$ cat src/rtl/manchester_pkg.sv
`default_nettype none
// ============================================================================
// Module   : manchester_pkg
// Purpose  : Shared constants, FSM encoding and the half-bit level helper for
//            the Manchester word encoder family.
// Contents : POL_THOMAS / POL_IEEE  - encoding polarity selectors
//            ST_IDLE / ST_SHIFT      - encoder FSM state codes (state_t)
//            halfbit_level()         - line level for a (bit, half, polarity)
// Revision : 1.0 - initial release
// ============================================================================
package manchester_pkg;

    // Polarity selectors: Thomas sends 1 as high-then-low, IEEE 802.3 the reverse.
    localparam bit POL_THOMAS = 1'b0;
    localparam bit POL_IEEE   = 1'b1;

    // Encoder FSM state codes.
    typedef logic [0:0] state_t;
    localparam state_t ST_IDLE  = 1'b0;
    localparam state_t ST_SHIFT = 1'b1;

    // Line level for one half of a Manchester bit. The first half carries the
    // data bit (inverted for IEEE), the second half its complement, so every
    // bit has a mid-bit transition.
    function automatic logic halfbit_level(input logic data_bit,
                                           input logic second_half,
                                           input logic polarity);
        logic first_level;
        first_level = data_bit ^ polarity;
        return second_half ? ~first_level : first_level;
    endfunction

endpackage : manchester_pkg
`default_nettype wire

$ cat src/rtl/manchester_word_encoder_if.sv
`default_nettype none
// ============================================================================
// Module   : manchester_word_encoder_if
// Purpose  : Word valid/ready handshake between a word producer and the
//            Manchester word encoder.
// Signals  : word_in    - word to send (DATA_W bits), producer -> encoder
//            word_valid - word_in is valid, producer -> encoder
//            word_ready - encoder holding register can accept, encoder -> producer
// Modports : master (producer), slave (encoder)
// Revision : 1.0 - initial release
// ============================================================================
interface manchester_word_encoder_if #(
    parameter int DATA_W = 8
);
    logic [DATA_W-1:0] word_in;
    logic              word_valid;
    logic              word_ready;

    modport master (output word_in, output word_valid, input word_ready);
    modport slave  (input word_in, input word_valid, output word_ready);
endinterface : manchester_word_encoder_if
`default_nettype wire

$ cat src/rtl/manchester_halfbit_timer.sv
`default_nettype none
// ============================================================================
// Module   : manchester_halfbit_timer
// Purpose  : Half-bit timing for Manchester encode/decode. While run is high it
//            counts HALF_CLKS clocks per half-bit and toggles the phase.
//            Dropping run returns it to the start of a bit.
// Ports    : clk_sys  in  system clock
//            rst      in  asynchronous active-high reset
//            run      in  timer advances while high, cleared while low
//            half     out 0 = first half of the bit, 1 = second half
//            half_end out last clock of the current half-bit
//            bit_end  out last clock of the second half (end of the bit)
// Revision : 1.0 - initial release
// ============================================================================
module manchester_halfbit_timer #(
    parameter int HALF_CLKS = 2
) (
    input  wire  clk_sys,
    input  wire  rst,
    input  wire  run,
    output logic half,
    output logic half_end,
    output logic bit_end
);

    localparam int c_cnt_w = (HALF_CLKS > 1) ? $clog2(HALF_CLKS) : 1;
    localparam logic [c_cnt_w-1:0] c_last_cnt = c_cnt_w'(HALF_CLKS - 1);

    logic [c_cnt_w-1:0] half_cnt_q, half_cnt_d;
    logic               half_q, half_d;
    logic               w_wrap;

    assign w_wrap = run & (half_cnt_q == c_last_cnt);

    always_comb begin
        half_cnt_d = half_cnt_q;
        half_d     = half_q;
        if (!run) begin
            half_cnt_d = '0;
            half_d     = 1'b0;
        end else if (w_wrap) begin
            half_cnt_d = '0;
            half_d     = ~half_q;
        end else begin
            half_cnt_d = half_cnt_q + c_cnt_w'(1);
        end
    end

    always_ff @(posedge clk_sys or posedge rst) begin
        if (rst) begin
            half_cnt_q <= '0;
            half_q     <= 1'b0;
        end else begin
            half_cnt_q <= half_cnt_d;
            half_q     <= half_d;
        end
    end

    assign half     = half_q;
    assign half_end = w_wrap;
    assign bit_end  = w_wrap & half_q;

endmodule : manchester_halfbit_timer
`default_nettype wire

$ cat src/rtl/manchester_word_encoder.sv
`default_nettype none
// ============================================================================
// Module   : manchester_word_encoder
// Purpose  : Serialises DATA_W-bit words into a Manchester-coded complementary
//            pair. A one-word holding register lets words stream back to back
//            with no idle gap. An underrun is flagged when the stream starves.
// Ports    : clk_sys    in  system clock
//            rst        in  asynchronous active-high reset
//            tx_en      in  transmit enable, low aborts and flushes
//            word_if    --  slave side of word_in / word_valid / word_ready
//            ddr_p      out Manchester output, registered
//            ddr_n      out complement of ddr_p, registered
//            busy       out a word is on the line
//            underrun   out one-cycle pulse on the first idle cycle after a
//                           stream ends with nothing queued
// Revision : 1.0 - initial release
// ============================================================================
module manchester_word_encoder
    import manchester_pkg::*;
#(
    parameter int DATA_W     = 8,
    parameter int HALF_CLKS  = 2,
    parameter bit MSB_FIRST  = 1'b1,
    parameter bit POLARITY   = POL_THOMAS,
    parameter bit IDLE_LEVEL = 1'b0
) (
    input  wire                          clk_sys,
    input  wire                          rst,
    input  wire                          tx_en,
    manchester_word_encoder_if.slave     word_if,
    output logic                         ddr_p,
    output logic                         ddr_n,
    output logic                         busy,
    output logic                         underrun
);

    localparam int c_bit_w = (DATA_W > 1) ? $clog2(DATA_W) : 1;
    localparam logic [c_bit_w-1:0] c_last_bit = c_bit_w'(DATA_W - 1);

    state_t              state_q, state_d;
    logic [DATA_W-1:0]   hold_q, hold_d;
    logic                hold_full_q, hold_full_d;
    logic [DATA_W-1:0]   shift_q, shift_d;
    logic [c_bit_w-1:0]  bit_cnt_q, bit_cnt_d;
    logic                ddr_p_q, ddr_p_d;
    logic                ddr_n_q, ddr_n_d;
    logic                busy_q, busy_d;
    logic                underrun_q, underrun_d;
    logic                underrun_pend_q, underrun_pend_d;
    logic                rdy_en_q;

    logic                w_run;
    logic                w_half;
    logic                w_bit_end;
    logic                w_half_end_unused;
    logic                w_cur_bit;
    logic [DATA_W-1:0]   w_shift_next;
    logic                w_accept;

    // rdy_en_q keeps word_ready low while in reset and for the first clock
    // after it, so nothing is accepted before the datapath is out of reset.
    assign word_if.word_ready = tx_en & ~hold_full_q & rdy_en_q;
    assign w_accept           = word_if.word_valid & word_if.word_ready;

    assign w_run = (state_q == ST_SHIFT) & tx_en;

    // Only the bit strobe steers the shifter. The half strobe is for the
    // decoder's reference timing.
    manchester_halfbit_timer #(
        .HALF_CLKS (HALF_CLKS)
    ) u_timer (
        .clk_sys  (clk_sys),
        .rst      (rst),
        .run      (w_run),
        .half     (w_half),
        .half_end (w_half_end_unused),
        .bit_end  (w_bit_end)
    );

    if (MSB_FIRST) begin : g_msb_first
        assign w_cur_bit    = shift_q[DATA_W-1];
        assign w_shift_next = shift_q << 1;
    end else begin : g_lsb_first
        assign w_cur_bit    = shift_q[0];
        assign w_shift_next = shift_q >> 1;
    end

    // ddr_p_d is the level for the current state, so the line lags the FSM by
    // one clock. That gives the 2-cycle accept-to-line latency. It also
    // explains why underrun is staged through underrun_pend_q: the pulse must
    // land on the first idle-level cycle, not the last data cycle.
    always_comb begin
        state_d         = state_q;
        hold_d          = hold_q;
        hold_full_d     = hold_full_q;
        shift_d         = shift_q;
        bit_cnt_d       = bit_cnt_q;
        ddr_p_d         = IDLE_LEVEL;
        busy_d          = 1'b0;
        underrun_d      = 1'b0;
        underrun_pend_d = 1'b0;

        if (tx_en) begin
            underrun_d = underrun_pend_q;
            case (state_q)
                ST_IDLE: begin
                    if (hold_full_q) begin
                        shift_d     = hold_q;
                        hold_full_d = 1'b0;
                        bit_cnt_d   = '0;
                        state_d     = ST_SHIFT;
                    end
                end
                ST_SHIFT: begin
                    ddr_p_d = halfbit_level(w_cur_bit, w_half, POLARITY);
                    busy_d  = 1'b1;
                    if (w_bit_end) begin
                        if (bit_cnt_q == c_last_bit) begin
                            bit_cnt_d = '0;
                            if (hold_full_q) begin
                                shift_d     = hold_q;
                                hold_full_d = 1'b0;
                            end else begin
                                shift_d         = '0;
                                state_d         = ST_IDLE;
                                underrun_pend_d = 1'b1;
                            end
                        end else begin
                            shift_d   = w_shift_next;
                            bit_cnt_d = bit_cnt_q + c_bit_w'(1);
                        end
                    end
                end
                default: state_d = ST_IDLE;
            endcase

            // Applied after the reload so a same-edge consume and refill
            // leaves the holding register full.
            if (w_accept) begin
                hold_d      = word_if.word_in;
                hold_full_d = 1'b1;
            end
        end else begin
            state_d     = ST_IDLE;
            hold_full_d = 1'b0;
            shift_d     = '0;
            bit_cnt_d   = '0;
        end

        ddr_n_d = ~ddr_p_d;
    end

    always_ff @(posedge clk_sys or posedge rst) begin
        if (rst) begin
            state_q         <= ST_IDLE;
            hold_q          <= '0;
            hold_full_q     <= 1'b0;
            shift_q         <= '0;
            bit_cnt_q       <= '0;
            ddr_p_q         <= IDLE_LEVEL;
            ddr_n_q         <= ~IDLE_LEVEL;
            busy_q          <= 1'b0;
            underrun_q      <= 1'b0;
            underrun_pend_q <= 1'b0;
            rdy_en_q        <= 1'b0;
        end else begin
            state_q         <= state_d;
            hold_q          <= hold_d;
            hold_full_q     <= hold_full_d;
            shift_q         <= shift_d;
            bit_cnt_q       <= bit_cnt_d;
            ddr_p_q         <= ddr_p_d;
            ddr_n_q         <= ddr_n_d;
            busy_q          <= busy_d;
            underrun_q      <= underrun_d;
            underrun_pend_q <= underrun_pend_d;
            rdy_en_q        <= 1'b1;
        end
    end

    assign ddr_p    = ddr_p_q;
    assign ddr_n    = ddr_n_q;
    assign busy     = busy_q;
    assign underrun = underrun_q;

endmodule : manchester_word_encoder
`default_nettype wire

$ cat src/flat_wrapper.sv
// flat-port wrapper written by rule: the top's interface ports become plain ports
module manchester_word_encoder_flat import manchester_pkg::*;
#(
    parameter int DATA_W     = 8,
    parameter int HALF_CLKS  = 2,
    parameter bit MSB_FIRST  = 1'b1,
    parameter bit POLARITY   = POL_THOMAS,
    parameter bit IDLE_LEVEL = 1'b0
)
  (clk_sys, rst, tx_en, ddr_p, ddr_n, busy, underrun, word_if_word_in, word_if_word_valid, word_if_word_ready);
  manchester_word_encoder_if #(.DATA_W(DATA_W)) word_if_i ();
  input  wire clk_sys;
  input  wire rst;
  input  wire tx_en;
  output logic ddr_p;
  output logic ddr_n;
  output logic busy;
  output logic underrun;
  input wire logic [$bits(word_if_i.word_in)-1:0] word_if_word_in;
  input wire logic [$bits(word_if_i.word_valid)-1:0] word_if_word_valid;
  output wire logic [$bits(word_if_i.word_ready)-1:0] word_if_word_ready;
  assign word_if_i.word_in = word_if_word_in;
  assign word_if_i.word_valid = word_if_word_valid;
  assign word_if_word_ready = word_if_i.word_ready;
  manchester_word_encoder #(.DATA_W(DATA_W), .HALF_CLKS(HALF_CLKS), .MSB_FIRST(MSB_FIRST), .POLARITY(POLARITY), .IDLE_LEVEL(IDLE_LEVEL)) u_core (.clk_sys(clk_sys), .rst(rst), .tx_en(tx_en), .word_if(word_if_i), .ddr_p(ddr_p), .ddr_n(ddr_n), .busy(busy), .underrun(underrun));
endmodule
$ cat config.mk
export PLATFORM = sky130hd
export DESIGN_NAME = manchester_word_encoder_flat
export DESIGN_NICKNAME = d
export VERILOG_FILES = /design/src/rtl/manchester_pkg.sv /design/src/rtl/manchester_word_encoder_if.sv /design/src/rtl/manchester_halfbit_timer.sv /design/src/rtl/manchester_word_encoder.sv /design/src/flat_wrapper.sv
export SDC_FILE = /design/constraint.sdc
export NUM_CORES = 1
export LEC_CHECK = 0
export ABC_AREA = 1
export CORE_ASPECT_RATIO = 2
export CORE_MARGIN = 5
export CORE_UTILIZATION = 50
export CTS_CLUSTER_DIAMETER = 100
export CTS_CLUSTER_SIZE = 28
export DETAILED_ROUTE_END_ITERATION = 8
export DONT_BUFFER_PORTS = 1
export PLACE_DENSITY_LB_ADDON = 0.12
export SETUP_SLACK_MARGIN = 0.4
export SYNTH_ARGS = -nofsm -noshare
export SYNTH_HDL_FRONTEND = slang
export SYNTH_SLANG_ARGS = --single-unit
$ cat constraint.sdc
create_clock -name clk_sys -period 1.4 [get_ports clk_sys]
set_input_delay 0.07 -clock clk_sys [delete_from_list [all_inputs] [get_ports clk_sys]]
set_output_delay 0.07 -clock clk_sys [all_outputs]
set_load 0.005 [all_outputs]
==> summary.txt, run 1 <==
Outcome
  • Outcome: finished with violations
  • Failing checks: hold timing

Synthesis
  • Ys async rst share: 1.00
  • Synth area leader: dfrtp_1
  • Post-Syn Nets: around 190
  • Sequential area share after synthesis: 0.516
  • Top cell type's share of synthesized area: 0.497
  • Synth top area cells: dfrtp_1, nand2_1, inv_1
  • Most frequent cell after synthesis: nand2_1
  • Ys flop type: dfrtp_1
  • Top cells by count, synth: nand2_1, dfrtp_1, inv_1, nor2_1, nand3_1
  • Post-Synthesis Cells: about 170
  • Post-synthesis cell area: approximately 1400 um2
  • Synth Warn #: 0
  • Synth unique cells: 24
  • Number of synthesized flops with an enable pin: 0
  • Avg Inst Size Synth: about 8.2 um2
  • #FFs+latches synth: 29

Timing
  • Fin crit period: 1350 ps
  • Achievable frequency: 0.743 GHz
  • Pins Over Slew Limit: 0
  • Number of setup violations in the final report: 0
  • Hold Slack: -6.56 ps
  • Final number of hold-violating endpoints: 1
  • RSZ-0062 raised after global routing: true
  • Tcrit/Tclk final: 0.962
  • Skew final: 4.68 ps

Die
  • Initial Utilization: 0.515
  • Die area: 4040 um2
  • I/O pins: 17
  • Cell row count: 27
  • Die height: 85.1 um
  • Die width: 47.5 um
  • Area of the core: approximately 2700 um2

CTS
  • CTS tree: built
  • Clock slew at reported path FFs: 60 ps
  • Root Driver: clkbuf_8
  • H-Tree Depth: 2
  • Clock sinks: 29
  • CTS buffer count: 5
  • Clock Tree Buf Depth: 2
  • Worst-Skew Late Latency: around 280 ps

Critical path
  • Worst setup EP type: flip-flop
  • Reg2Reg Depth: 9
  • Startpoint types: flip-flop
  • Reg2reg end: u_core.shift_q[2]
  • Crit path arrival time: ~1600 ps
  • Critical path required time: roughly 1600 ps
  • Worst path max stage delay: approximately 420 ps
  • Worst Path Max Fanout: 8
  • Worst path slowest cell: dfrtp_1
  • Crit Path Class: flip-flop to flip-flop
  • Worst reg2reg path startpoint: u_core.bit_cnt_q[1]
  • Reg2Reg Setup Slack: between 50 and 60 ps
  • Critical Path, Cell by Cell: ha_4 -> ha_4 -> inv_8 -> nand2_8 -> nand2_2 -> nand2_2 -> nor2_1 -> nand2_1 -> nand2_1

Global route
  • GRT Overall Usage: 0.190
  • First-pass GRT wire length: about 5400 um
  • Total grt overflow: 0
  • Initial antenna violation count: 0
  • Largest net degree at the start of global routing: 26
  • M1 GR Usage: 0.189
  • GR Util met3: 0.0425
  • Grt met2 use: 0.318
  • Gr busiest metal: met2
  • Vias in the first global route: ~1200

Min path
  • Worst Hold Class: input pin to flip-flop
  • Worst Hold End: u_core.u_timer.half_cnt_q
  • WHS Path Cells: 2
  • Hold Path Origin: tx_en

Final layout
  • Util after Layout: 0.739
  • Post-route cell area: approximately 2000 um2
  • Layout cells sized above 1: 0.408
  • Nets: 220
  • Diode count: 0
  • Layout area overhead: 43.5%

Route
  • Router iterations before antenna repair: 4
  • DRT antenna net count: 0
  • DRC errors left: 0
  • Initial DRC Count: 56
  • Routed length per placed instance: 15.6 um
  • Via count: approximately 1200
  • Routed wire length: 3670 um
  • DR vias/cell: between 5 and 6

Power
  • Leak: about 0.99 nW
  • PwrDens: ~1000 nW/um2
  • Maximum vdd drop: 752 uV
  • Power Total: approximately 2.1 mW

Placement
  • Port Buffers: 0
  • RD Place Congestion: between 0.8 and 0.9
  • DP Wirelength: between 2000 and 2500 um
  • Area after DPL: between 1000 and 1500 um2

Job
  • Max-capacitance violation count: 0
## placed cells by master, fill, tap and decap left out, types with 2 or more instances in the layout
| cell type | n |
|---|---|
| nand2_1 | 42 |
| dfrtp_1 | 24 |
| inv_1 | 20 |
| buf_4 | 12 |
| nand2_2 | 11 |
| dlygate4sd3_1 | 11 |
| nor2_1 | 10 |
| nand3_1 | 8 |
| a21oi_2 | 8 |
| nand2_4 | 7 |
| nor2_4 | 7 |
| nor2_2 | 6 |
| clkbuf_8 | 5 |
| dfrtp_2 | 4 |
| inv_2 | 3 |
| nand3_4 | 3 |
| ha_4 | 3 |
| buf_6 | 3 |
| nand4_1 | 2 |
| nor3_4 | 2 |
| o21ai_1 | 2 |
| clkinv_2 | 2 |
## final cells by class
class,count,area (um2)
clock inverter,2,10.0
sequential,29,732
timing repair buffer,26,234
inverter,25,104
tap,29,36.3
multi-input combinational,118,833
clock buffer,6,72.6
fill,196,714
## worst max-delay path by stage
| stage | cells after the start | slack, ps | end | startpoint |
|---|---|---|---|---|
| after floorplan | 9 | 200 | u_core.shift_q[7] | u_core.bit_cnt_q[0] |
| after global placement | 9 | 70 | u_core.shift_q[2] | u_core.bit_cnt_q[0] |
| after detailed placement | 9 | 40 | u_core.shift_q[2] | u_core.bit_cnt_q[0] |
| after CTS | 9 | 60 | u_core.shift_q[2] | u_core.bit_cnt_q[1] |
| after global routing | 9 | -30 | u_core.shift_q[1] | u_core.bit_cnt_q[1] |
| final | 9 | 50 | u_core.shift_q[2] | u_core.bit_cnt_q[1] |
## cell families (layout without fill, tap and decap cells)
logic type               after synthesis  in the layout  synth area share
other                                  1              1           0.00266
AND/OR/NAND/NOR                       96            100             0.294
flip-flops                            29             29             0.516
adder cells (fa/ha/maj)                3              3            0.0266
buffers and inverters                 28             59            0.0870
AO/OA/AOI/OAI                         14             14            0.0737
## per-stage QoR
stage	instances	worst slack (ps)	hold slack, ps	TNS, ps
after floorplan	171	197	147	0
after global placement	199	71.1	-144	0
after detailed placement	199	35.5	-135	0
after CTS	223	58.3	28.9	0
after global routing	235	-27.4	4.52	-84.3
final	235	53.6	-6.56	0
## critical path: cells and delay by family (launching register included)
kind                       cells  cell delay (ps)
adders and majority gates      2              380
DFF                            1              420
buffers and inverters          1               80
and+or+nand+nor                6              400
## metal layers
metal	part of all wire	vias up
met5	0	-
met4	0.038	0
met3	0.028	13
met2	0.60	28
met1	0.34	595
li1	-	601
## what timing repair did
action / 4_1_cts / 5_1_grt
pin swaps: 12 / 34
cloned: 2 / 2
endpoints found under the hold margin: 39 / 1
hold buffers: 10 / 1
gates resized for setup: 13 / 51
buffers inserted: 4 / 9
setup endpoints to repair: 24 / 26
## where the power goes
group          leakage (nW)  internal, mW  switching, mW
sequential            0.357         0.929         0.0527
combinational         0.584         0.169          0.251
clock                0.0450         0.343          0.320
total                 0.986          1.44          0.623
## registers in the layout, indices dropped and copies added (netlist names)
| register | count |
|---|---|
| u_core.hold_full_q | 1 |
| u_core.ddr_n | 1 |
| u_core.bit_cnt_q | 3 |
| u_core.state_q | 1 |
| u_core.shift_q | 8 |
| u_core.u_timer.half | 1 |
| u_core.hold_q | 8 |
| u_core.u_timer.half_cnt_q | 1 |
| u_core.underrun_pend_q | 1 |
| u_core.ddr_p | 1 |
| u_core.busy | 1 |
| u_core.rdy_en_q | 1 |
| u_core.underrun | 1 |
No activity file was read; power rests on OpenSTA's default activity.
==> run 2, diff against run 1 <==
--- a/config.mk
+++ b/config.mk
@@ -6,9 +6,11 @@
 export NUM_CORES = 1
 export LEC_CHECK = 0
 export ABC_AREA = 1
+export CELL_PAD_IN_SITES_DETAIL_PLACEMENT = 0
+export CELL_PAD_IN_SITES_GLOBAL_PLACEMENT = 2
 export CORE_ASPECT_RATIO = 2
 export CORE_MARGIN = 5
-export CORE_UTILIZATION = 50
+export CORE_UTILIZATION = 33
 export CTS_CLUSTER_DIAMETER = 100
 export CTS_CLUSTER_SIZE = 28
 export DETAILED_ROUTE_END_ITERATION = 8
==> constraint.sdc (replaced) <==
create_clock -name clk_sys -period 1.2 [get_ports clk_sys]
set_input_delay 0.06 -clock clk_sys [delete_from_list [all_inputs] [get_ports clk_sys]]
set_output_delay 0.06 -clock clk_sys [all_outputs]
set_load 0.005 [all_outputs]
==> run 2 against run 1 <==
Compared with the run above:
- the flow finishes with violations (setup timing)
- clock power is 15% higher
- combinational power is 16% higher
- cell area is 3.8% higher
- highest routed layer unchanged
==> summary.txt, run 2 (synthesis results as in run 1) <==
CTS
  • CTS buffer count: 5 (unchanged)
  • Clock slew at reported path FFs: 60 ps (about the same)
  • Clock Tree Buf Depth: 2 (unchanged)
  • H-Tree Depth: 2 (unchanged)
  • CTS tree: built
  • Clock sinks: 29 (unchanged)
  • Root Driver: clkbuf_8
  • Worst-Skew Late Latency: 270 ps (about the same)

Timing
  • RSZ-0062 raised after global routing: true
  • Achievable frequency: 0.754 GHz (+1.5%)
  • Number of setup violations in the final report: 12 (+12)
  • Skew final: 6.47 ps (+1.79 ps)
  • Pins Over Slew Limit: 0 (unchanged)
  • Setup TNS: -1160 ps (-1160 ps)
  • Tcrit/Tclk final: 1.10 (+0.143)
  • Final number of hold-violating endpoints: 0 (-1)
  • Fin crit period: 1330 ps (-20.5 ps)
  • Worst Setup Slack, final: -126 ps (-180 ps)

Final layout
  • Nets: 226 (+2.7%)
  • Most common cell after layout, fill and taps aside: nand2_1
  • Diode count: 0 (unchanged)
  • Fill cell count: 416 (+110%)
  • Regs by FF count: u_core.hold_q x8, u_core.shift_q x8, u_core.bit_cnt_q x3
  • Layout cells sized above 1: 0.396 (-0.0115)
  • Layout area overhead: 49.0%
  • Most frequent cells in the layout: nand2_1, dfrtp_1, inv_1
  • Reg area: 731 um2 (-0.17%)
  • Post-Layout Cell Count: 264 (+12%)
  • Area of the multi-input gates: 773 um2 (-7.2%)

Global route
  • First-pass GRT wire length: 6080 um (+13%)
  • GRT Overall Usage: 0.142 (-0.0477)
  • Vias in the first global route: 1296 (+4.2%)
  • Largest net degree at the start of global routing: 30 (+15%)
  • Initial antenna violation count: 0 (unchanged)
  • Total grt overflow: 0 (unchanged)

Route
  • DRC errors left: 0 (unchanged)
  • Routed wire length: 3750 um (+2.2%)
  • Routed length per placed instance: 14.2 um (-9.1%)
  • Via count: 1197 (-3.2%)
  • DRT antenna net count: 0 (unchanged)
  • Router iterations before antenna repair: 4 (unchanged)
  • Initial DRC Count: 31 (-45%)
  • DR vias/cell: 4.53 (-14%)

Die
  • Area of the core: 4130 um2 (+51%)
  • Die width: 56.2 um (+18%)
  • I/O pins: 17 (unchanged)
  • Cell row count: 33 (+22%)
  • Die height: 102 um (+20%)
  • Initial Utilization: 0.341 (-0.174)
  • Die area: 5750 um2 (+42%)

Critical path
  • Most used cell, CP: ha_4
  • Critical Path, Cell by Cell: ha_4 -> buf_4 -> buf_6 -> ha_4 -> nor2_4 -> nand4_1 -> nand2_1
  • CP top delay family: flip-flops
  • Startpoint types: flip-flop
  • Worst Setup SP: u_core.bit_cnt_q[0]
  • Reg2Reg Setup Slack: -130 ps (-180 ps)
  • Worst Path Max Fanout: 3 (-5)
  • Crit Path Class: flip-flop to flip-flop
  • Worst path bufs/invs: 2 (+1)
  • Crit path arrival time: 1540 ps (-30 ps)
  • Worst setup EP type: flip-flop
  • Worst reg2reg path startpoint: u_core.bit_cnt_q[0]
  • Worst path max stage delay: 420 ps (about the same)
  • Worst path slowest cell: dfrtp_1
  • Critical path required time: 1410 ps (-220 ps)

Placement
  • DP Wirelength: 2430 um (+9.2%)
  • Port Buffers: 0 (unchanged)
  • Pre-CTS WS: -162 ps (-198 ps)
  • RD Place Congestion: 0.767 (-9.3%)
  • Dpl cells: 229 (+15%)

Power
  • Maximum vdd drop: 870 uV (+16%)
  • PwrDens: 1140 nW/um2 (+12%)
  • Leak: 1.06 nW (+7.4%)

Outcome
  • Failing checks: setup timing
  • Outcome: finished with violations

Min path
  • Worst Hold Class: input pin to flip-flop
  • Hold Path Origin: tx_en

Job
  • Max-capacitance violation count: 0 (unchanged)
run 2: cell types whose count changed in the layout (fill, tap and decap cells not counted), moves of 2 or more:
cell,delta
buf_6,+8
o21ai_2,+2
nand2_2,-3
nor2_1,+4
nand2_1,+3
nor2_4,-4
o21ai_1,-2
run 2: final cells by class:
class,count,area share
clock buffers,6,0.0346
clock inverters,2,0.00477
inverters,25,0.0518
multi-input cells,116,0.368
flip-flops and latches,29,0.348
well taps,52,0.0310
repair buffers,34,0.162
run 2: what timing repair did:
action | CTS | global route
gates cloned | 1 | 1
hold buffers | 11 | 0
pin swaps | 17 | 19
setup endpoints to repair | 28 | 29
resized for setup | 35 | 27
hold endpoints to repair | 41 | 0
setup buffers | 10 | 4
run 2: final timing paths:
kind	end	cells after the start
min in group asynchronous	u_core.underrun	3
min	u_core.shift_q[2]	4
max reg2reg	u_core.bit_cnt_q[1]	7
min reg2reg	u_core.underrun	2
max	u_core.bit_cnt_q[1]	7
max in group asynchronous	u_core.ddr_n	3
run 2: where the power goes:
group	internal, mW	switching [mW]	leakage [nW]
Combinational	0.210	0.278	0.655
Clock	0.401	0.364	0.0450
Sequential	1.08	0.0587	0.359
Total	1.69	0.701	1.06
run 2: stage by stage:
stage	hold slack (ps)	total power [mW]	area, um2	util
floorplan	137	1.41	1440	-
global placement	44.3	1.52	1560	0.377
detailed placement	59.6	1.52	1560	0.377
CTS	70.3	2.39	1960	0.475
finish	42.8	2.39	2100	0.508
global route	52.5	2.56	2100	0.508
run 2: tightest hold or removal path, cell delays in order:
cell and delay, ps:
nand2_4 90, nor2_1 50, nand2_1 40, nand2_1 40
run 2: routing by layer:
| layer | wire [um] | track usage | share of wire |
|---|---|---|---|
| met1 | 1350 | 0.132 | 0.36 |
| met2 | 2290 | 0.283 | 0.61 |
| met3 | 80 | 0.0316 | 0.021 |
| met4 | 38 | 0.0713 | 0.010 |
| met5 | 0 | 0 | 0 |
==> run 3, diff against run 2 <==
--- a/config.mk
+++ b/config.mk
@@ -15,8 +15,10 @@
 export CTS_CLUSTER_SIZE = 28
 export DETAILED_ROUTE_END_ITERATION = 8
 export DONT_BUFFER_PORTS = 1
-export PLACE_DENSITY_LB_ADDON = 0.12
+export MAX_ROUTING_LAYER = met4
+export PLACE_DENSITY = 0.69
 export SETUP_SLACK_MARGIN = 0.4
+export SKIP_CTS_REPAIR_TIMING = 1
 export SYNTH_ARGS = -nofsm -noshare
 export SYNTH_HDL_FRONTEND = slang
 export SYNTH_SLANG_ARGS = --single-unit
==> run 3 against run 2 <==
Compared with the run above:
- the flow finishes with violations (hold timing, setup timing)
- flip-flop and latch count unchanged
- critical path depth is 2 higher
- highest routed layer unchanged
- fmax increased by 0.32%
- hold slack worse by 50 ps
- via count fell by 2.2%
==> summary.txt, run 3 (synthesis results as in run 1) <==
Outcome
  • Outcome: finished with violations
  • Failing checks: hold timing, setup timing

Final layout
  • Fill cell count: 421 (+1.2%)
  • Layout cells sized above 1: 0.333 (-0.0629)
  • Util after Layout: 0.477 (-0.0315)
  • Layout area overhead: 39.8%
  • Most common cell after layout, fill and taps aside: nand2_1
  • Post-route cell area: 1970 um2 (-6.2%)
  • Nets: 215 (-4.9%)
  • Most frequent cells in the layout: nand2_1, dfrtp_1, inv_1
  • Regs by FF count: u_core.hold_q x8, u_core.shift_q x8, u_core.bit_cnt_q x3
  • Diode count: 0 (unchanged)
  • Post-Layout Cell Count: 253 (-4.2%)

Timing
  • Worst Setup Slack, final: -122 ps (+4.22 ps)
  • Setup TNS: -776 ps (+386 ps)
  • RSZ-0062 raised after global routing: true
  • Skew final: 8.08 ps (+1.60 ps)
  • Pins Over Slew Limit: 0 (unchanged)
  • Hold Slack: -7.17 ps (-49.9 ps)
  • Number of setup violations in the final report: 9 (-3)
  • Final number of hold-violating endpoints: 1 (+1)
  • Tcrit/Tclk final: 1.10 (-0.00351)
  • Achievable frequency: 0.757 GHz (+0.32%)
  • Fin crit period: 1320 ps (-4.22 ps)

Power
  • Power Total: 2.64 mW (+10%)
  • Maximum vdd drop: 781 uV (-10%)
  • Leak: 0.954 nW (-9.9%)
  • PwrDens: 1340 nW/um2 (+18%)

Critical path
  • Worst path bufs/invs: 1 (-1)
  • CP top delay family: flip-flops
  • Startpoint types: flip-flop
  • Worst path slowest cell: dfrtp_1
  • Crit path depth: 9 (+2)
  • Worst setup EP type: flip-flop
  • Worst path max stage delay: 420 ps (about the same)
  • Reg2Reg Depth: 9 (+2)
  • Critical path required time: 1420 ps (about the same)
  • Crit Path Class: flip-flop to flip-flop
  • Critical Path, Cell by Cell: ha_4 -> ha_4 -> inv_8 -> nand2_8 -> nand2_4 -> nand2_2 -> nor2_2 -> nand2_1 -> nand2_1
  • Worst Path Max Fanout: 8 (+5)
  • Crit path arrival time: 1540 ps (about the same)

CTS
  • Clock sinks: 29 (unchanged)
  • CTS tree: built
  • CTS buffer count: 5 (unchanged)
  • Clock Tree Buf Depth: 2 (unchanged)
  • Clock slew at reported path FFs: 70 ps (about the same)
  • Worst-Skew Late Latency: 280 ps (about the same)
  • H-Tree Depth: 2 (unchanged)
  • Root Driver: clkbuf_8

Global route
  • Largest net degree at the start of global routing: 30 (unchanged)
  • GRT Overall Usage: 0.130 (-0.0122)
  • First-pass GRT wire length: 5350 um (-12%)
  • Initial antenna violation count: 0 (unchanged)
  • Vias in the first global route: 1141 (-12%)
  • Total grt overflow: 0 (unchanged)

Placement
  • Dpl cells: 229 (unchanged)
  • DP Wirelength: 2450 um (+0.72%)
  • Area after DPL: 1540 um2 (-0.80%)
  • RD Place Congestion: 0.785 (+2.4%)
  • Pre-CTS WS: -155 ps (+7.18 ps)
  • Port Buffers: 0 (unchanged)

Route
  • Routed wire length: 3660 um (-2.3%)
  • Via count: 1171 (-2.2%)
  • DRC errors left: 0 (unchanged)
  • Router iterations before antenna repair: 4 (unchanged)
  • Routed length per placed instance: 14.5 um (+1.9%)
  • Initial DRC Count: 19 (-39%)
  • DR vias/cell: 4.63 (+2.1%)
  • DRT antenna net count: 0 (unchanged)

Die
  • Die width: 56.2 um (unchanged)
  • I/O pins: 17 (unchanged)
  • Initial Utilization: 0.341 (unchanged)
  • Cell row count: 33 (unchanged)
  • Die area: 5750 um2 (unchanged)
  • Area of the core: 4130 um2 (unchanged)
  • Die height: 102 um (unchanged)

Min path
  • Worst Hold Class: input pin to flip-flop
  • WHS Path Cells: 4 (unchanged)

Job
  • Max-capacitance violation count: 0 (unchanged)
## run 3: power by group
part | leakage, nW | total (mW) | internal (mW) | switching, mW
clock | 0.0585 | 1.04 | 0.676 | 0.361
sequential | 0.358 | 1.14 | 1.08 | 0.0600
combinational | 0.538 | 0.460 | 0.187 | 0.272
## run 3: cell type report
type | count | area [um2] | area share
Multi-Input combinational cell | 117 | 748 | 0.380
Sequential cell | 29 | 732 | 0.372
Timing Repair Buffer | 22 | 204 | 0.104
Inverter | 25 | 104 | 0.0527
Clock buffer | 7 | 86.3 | 0.0438
Tap cell | 52 | 65.1 | 0.0330
Clock inverter | 1 | 30.0 | 0.0152
## run 3: final timing paths
path | startpoint | slack [ps] | to
hold reg to reg | u_core.underrun_pend_q | 450 | u_core.underrun
setup reg to reg | u_core.bit_cnt_q[0] | -120 | u_core.shift_q[7]
hold / removal | tx_en | -7 | u_core.shift_q[0]
min in group asynchronous | rst | 300 | u_core.hold_q[5]
setup / recovery | u_core.bit_cnt_q[0] | -120 | u_core.shift_q[7]
max in group asynchronous | rst | 580 | u_core.ddr_n
## run 3: worst min-delay path: stages
cell	delay [ps]
nand2_1	40
a21oi_1	40
nand2_1	60
nand2_1	40
## run 3: metal layers
layer	track usage	wire length (um)	share of wire
met1	0.118	1340	0.37
met5	-	0	0
met2	0.243	2150	0.59
met4	0.0713	88	0.024
met3	0.0341	82	0.022
